## src/rtl/seg_pkg.sv

```systemverilog
// seg_pkg: shared widths and one-hot/anode constants for the seven-segment scanner
package seg_pkg;
    localparam int NUM_DIGITS = 4;
    localparam int NIBBLE_W = 4;
    localparam logic [NUM_DIGITS-1:0] DIG0 = 4'b0001;
    localparam logic [NUM_DIGITS-1:0] DIG1 = 4'b0010;
    localparam logic [NUM_DIGITS-1:0] DIG2 = 4'b0100;
    localparam logic [NUM_DIGITS-1:0] DIG3 = 4'b1000;
    localparam logic [NUM_DIGITS-1:0] AN_OFF = 4'b1111;
endpackage

```

## src/rtl/tick_gen.sv

```systemverilog
// tick_gen: free-running prescaler that pulses tick once every DIV enabled cycles
module tick_gen #(
    parameter int DIV = 100000
) (
    input  logic clk,
    input  logic rst,
    input  logic en,
    output logic tick
);
    localparam int W = $clog2(DIV);
    logic [W-1:0] cnt;
    assign tick = en && (cnt == W'(DIV - 1));
    always_ff @(posedge clk) begin
        if (rst)
            cnt <= '0;
        else if (en)
            cnt <= tick ? '0 : cnt + 1'b1;
    end
endmodule

```

## src/rtl/seg_scan_ctrl.sv

```systemverilog
// seg_scan_ctrl: 4-digit multiplexed display scanner with frame-synchronous value update
module seg_scan_ctrl
    import seg_pkg::*;
#(
    parameter int REFRESH_DIV = 100000
) (
    input  logic        clk,
    input  logic        rst,
    input  logic        en,
    input  logic        load,
    input  logic [15:0] value_in,
    input  logic        blank_lz,
    output logic [15:0] value_out,
    output logic [3:0]  select,
    output logic [3:0]  an,
    output logic        pending,
    output logic        digit_tick
);
    logic [15:0] shadow;
    logic boundary;
    logic [NUM_DIGITS-1:1] lz;
    tick_gen #(.DIV(REFRESH_DIV)) u_tick (
        .clk(clk),
        .rst(rst),
        .en(en),
        .tick(digit_tick)
    );
    assign boundary = digit_tick && (select == DIG3);
    always_ff @(posedge clk) begin
        if (rst) begin
            select <= DIG0;
            value_out <= '0;
            shadow <= '0;
            pending <= 1'b0;
        end else begin
            if (digit_tick)
                select <= {select[NUM_DIGITS-2:0], select[NUM_DIGITS-1]};
            if (boundary && load) begin
                value_out <= value_in;
                pending <= 1'b0;
            end else if (boundary && pending) begin
                value_out <= shadow;
                pending <= 1'b0;
            end else if (load) begin
                shadow <= value_in;
                pending <= 1'b1;
            end
        end
    end
    // lz[k] is set when nibbles k..3 of the displayed value are all zero
    always_comb begin
        lz[3] = value_out[15:12] == '0;
        for (int k = 2; k >= 1; k--)
            lz[k] = lz[k+1] && (value_out[k*NIBBLE_W +: NIBBLE_W] == '0);
        an = !en ? AN_OFF : (~select | ({lz, 1'b0} & {NUM_DIGITS{blank_lz}}));
    end
endmodule

```

## config.mk

```make
export PLATFORM = sky130hd
export DESIGN_NAME = seg_scan_ctrl
export DESIGN_NICKNAME = d
export VERILOG_FILES = /design/src/rtl/seg_pkg.sv /design/src/rtl/tick_gen.sv /design/src/rtl/seg_scan_ctrl.sv
export SDC_FILE = /design/constraint.sdc
export NUM_CORES = 1
export LEC_CHECK = 0
export BUFFER_PORTS_ARGS = -buffer_cell sky130_fd_sc_hd__buf_2
export CAP_MARGIN = 10
export CORE_MARGIN = 2
export CORE_UTILIZATION = 50
export CTS_BUF_LIST = sky130_fd_sc_hd__clkbuf_8
export DETAILED_ROUTE_END_ITERATION = 6
export PLACE_DENSITY_LB_ADDON = 0.1
export SYNTH_ARGS = -nofsm -noshare
export SYNTH_HDL_FRONTEND = slang
export SYNTH_SLANG_ARGS = --single-unit
```

## constraint.sdc

```tcl
create_clock -name clk -period 2 [get_ports clk]
set_input_delay 0.5 -clock clk [delete_from_list [all_inputs] [get_ports clk]]
set_output_delay 0.5 -clock clk [all_outputs]
set_load 0.01 [all_outputs]
```

==> flow_summary.yaml <==
sta:
  setup_viol: 18
  skew_ns: 0.01103
  timing.fmax_mhz: 463.0
  drv_slew: 0
  max_slew_margin_pct: 74.02
  setup_ws_ns: -0.1597
  fin_crit_ns: 2.160
  post-route-period-util_pct: 108.0
  worst_slew_pin_slew_ns: 0.3861
  hold_viol: 0
  fin_tns_setup_ns: -0.5950
  rsz0062_at_grt: "true"
critical_path:
  cp_data_arrival_time_ns: 1.66
  cp_max_fo: 2
  slowest_delay_ns: 0.53
  critPathLaunchType: "register"
  cp_cell_sequence: "or4b_4 -> or2_4 -> nor2_4 -> buf_6"
  crit_path_end_kind: "output pin"
  r2r_slack_ns: -0.06
  cp.required_ns: 1.50
  cpMaxStageDelayCell: "or4b_4"
  worstSetupPathType: "reg -> out"
floorplanning:
  rows: 26
  boundaryPins: 47
  die_h_microns: 75.90
  coreArea_sq_um: 5042
  die-area_sq_um: 5761
  initial_core_util_pct: 51.27
  fp.dieW_microns: 75.90
logic_synthesis:
  synth-seq-cells: 54
  synth_cells: 292
  synth-edff-count: 0
  syn_area_sq_um: 2585
  ys_types: 41
  syn_avg_cell_area_sq_um: 8.853
  syn-num-nets: 314
  ys_warn_count: 0
  synthFlopType: "dfxtp_1"
  synth-async-reset-ratio_pct: 0
  ys_seq_area_share_pct: 41.82
route:
  drc: 0
  ant_nets: 0
  drt_iter0_markers: 176
  drt_wl_total_mm: 6.897
  avgRoutedWirePerCell_microns: 15.86
  drt_pass1_iterations: 4
  vias: 2416
  viasPerCell: 5.554
final_layout:
  insertedDiodeCount: 0
  multi_input_area_sq_um: 1530
  final-seq-area_sq_um: 1089
  nNetsFinal: 386
  drive_gt1_share_pct: 33.42
  fill_cells: 447
  utilization_pct: 67.22
  synthToLayoutAreaGrowth_pct: 31.12
run_status:
  status: "finished, violations left"
  violations: "setup timing"
clocking:
  cts_tree: "yes"
  clockBufferDepth: 2
  cts-buffers-inserted: 5
  htreeDepth: 2
  cts-root-buf: "clkbuf_8"
  clk_pin_slew_ns: 0.10
  insertion_delay_ns: 0.31
  clock-sinks: 54
min_path:
  worstHoldPathType: "in -> reg"
global_route:
  use_met3_pct: 4.048
  grt.overflow.total: 0
  first_global_vias: 2514
  grt_first_pass_wirelength_mm: 11.61
  met1_usage_pct: 28.69
  busiest_layer: "met2"
  antenna_found_initial: 0
  met2_usage_pct: 45.54
  grt_start_max_net_pins: 29
  grt_usage_pct: 24.62
power:
  p_leak_nw: 1.307
  pwr_density_cell_nw_per_um2: 590.3
  vdd_ir_drop_max_mv: 0.4644
placed_design:
  routabilityCongestion: 0.7667
  placement.io_buffers: 46
  dp.final_hpwl_mm: 4.618
  place_ws_ns: 0.01950
job:
  maxCapViolCount: 0
## layout make-up
type,count,share of cell area (%)
sequential,54,32.12
clock inverter,3,1.218
inverter,1,0.1107
clock buffer,5,2.030
multi-input combinational,217,45.15
tap,70,2.584
timing repair buffer,85,16.80
## critical path: cells and delay by family, from the launching register on
family | cells | cell delay (ns)
buffers and inverters | 1 | 0.12
DFF | 1 | 0.33
and+or+nand+nor | 3 | 0.92
## per-stage QoR
step / instances / total power (W) / hold WS [ns] / instance area (sq um)
after global placement: 420 / 0.001286 / 0.4580 / 3080
after detailed placement: 420 / 0.001290 / 0.4653 / 3080
after CTS: 432 / 0.001997 / 0.4524 / 3258
after global routing: 435 / 0.002077 / 0.4541 / 3390
final: 435 / 0.002001 / 0.4500 / 3390
after floorplan: 292 / 0.001230 / 0.4487 / 2600
## state kept, by name (all words and copies together), names as in the netlist
register / flops
select: 4
value_out: 16
shadow: 16
pending: 1
u_tick.cnt: 17
## worst paths after layout
| kind | start | end | cells past startpoint |
|---|---|---|---|
| min reg2reg | value_out[3]$_SDFFE_PP0P_ | value_out[3]$_SDFFE_PP0P_ | 2 |
| max | u_tick.cnt[12]$_SDFFE_PP0P_ | digit_tick | 4 |
| max reg2reg | u_tick.cnt[12]$_SDFFE_PP0P_ | value_out[9]$_SDFFE_PP0P_ | 7 |
| min | value_in[8] | shadow[8]$_SDFFE_PP0P_ | 3 |
## power by group
group | switching, W | internal [W]
clock | 0.000358 | 0.000369
sequential | 0.0000170 | 0.00110
combinational | 0.0000812 | 0.0000762
total | 0.000456 | 0.00154
## layer usage
layer  share of wire (%)  vias to the layer above  wire length, microns
met5                   0                        -                     0
li1                    -                     1197                     -
met4                 1.8                        0                   127
met3                 2.7                       13                   188
met1                  44                     1163                  3011
met2                  52                       43                  3570
## synth_stat cells, drive strengths merged, types with 4 or more instances
master	count	area [sq um]
xor2	4	35.03
nand4	8	50.05
nand2	10	37.54
clkbuf	16	60.06
dfxtp	54	1081
buf	4	32.53
o2111ai	15	131.4
nand2b	49	306.5
nand3	8	40.04
nor3	4	20.02
mux2i	16	160.2
o21ai	20	100.1
a21oi	23	115.1
nor2	18	67.56
xnor2	8	70.07
nor4	8	62.56
## cells by family (layout without fill, tap and decap cells)
kind of cell / after synthesis / count (layout) / share of synthesized area [%]
buf+inv: 21 / 94 / 3.727
flops: 54 / 54 / 41.82
simple gates: 119 / 119 / 26.91
xor+xnor: 12 / 12 / 4.066
fa+ha+maj: 1 / 1 / 0.4839
mux: 16 / 16 / 6.195
compound gates: 69 / 69 / 16.80
## cell usage in the layout (no fill, tap or decap), types with 3 or more instances in the layout
cell type and n:
o21ai_2 3, o2111ai_2 6, dfxtp_1 48, nand4_1 8, nand2b_1 49, nor2_1 17, nand3_1 7, o21ai_1 12
buf_6 5, nand2_1 10, buf_2 45, xnor2_1 8, a21oi_1 23, dfxtp_2 6, o2111ai_1 8, buf_4 33
o21ai_0 5, nor4_1 5, mux2i_1 15, xor2_1 4, clkbuf_8 5, nor3_1 4
## timing repair
item,4_1_cts,5_1_grt
pin swaps,9,8
setup buffers,4,1
setup endpoints to repair,4,23
gates cloned,0,2
resized for setup,22,29
hold buffers,0,0
Note: power is estimated with default switching activity, not from simulation.
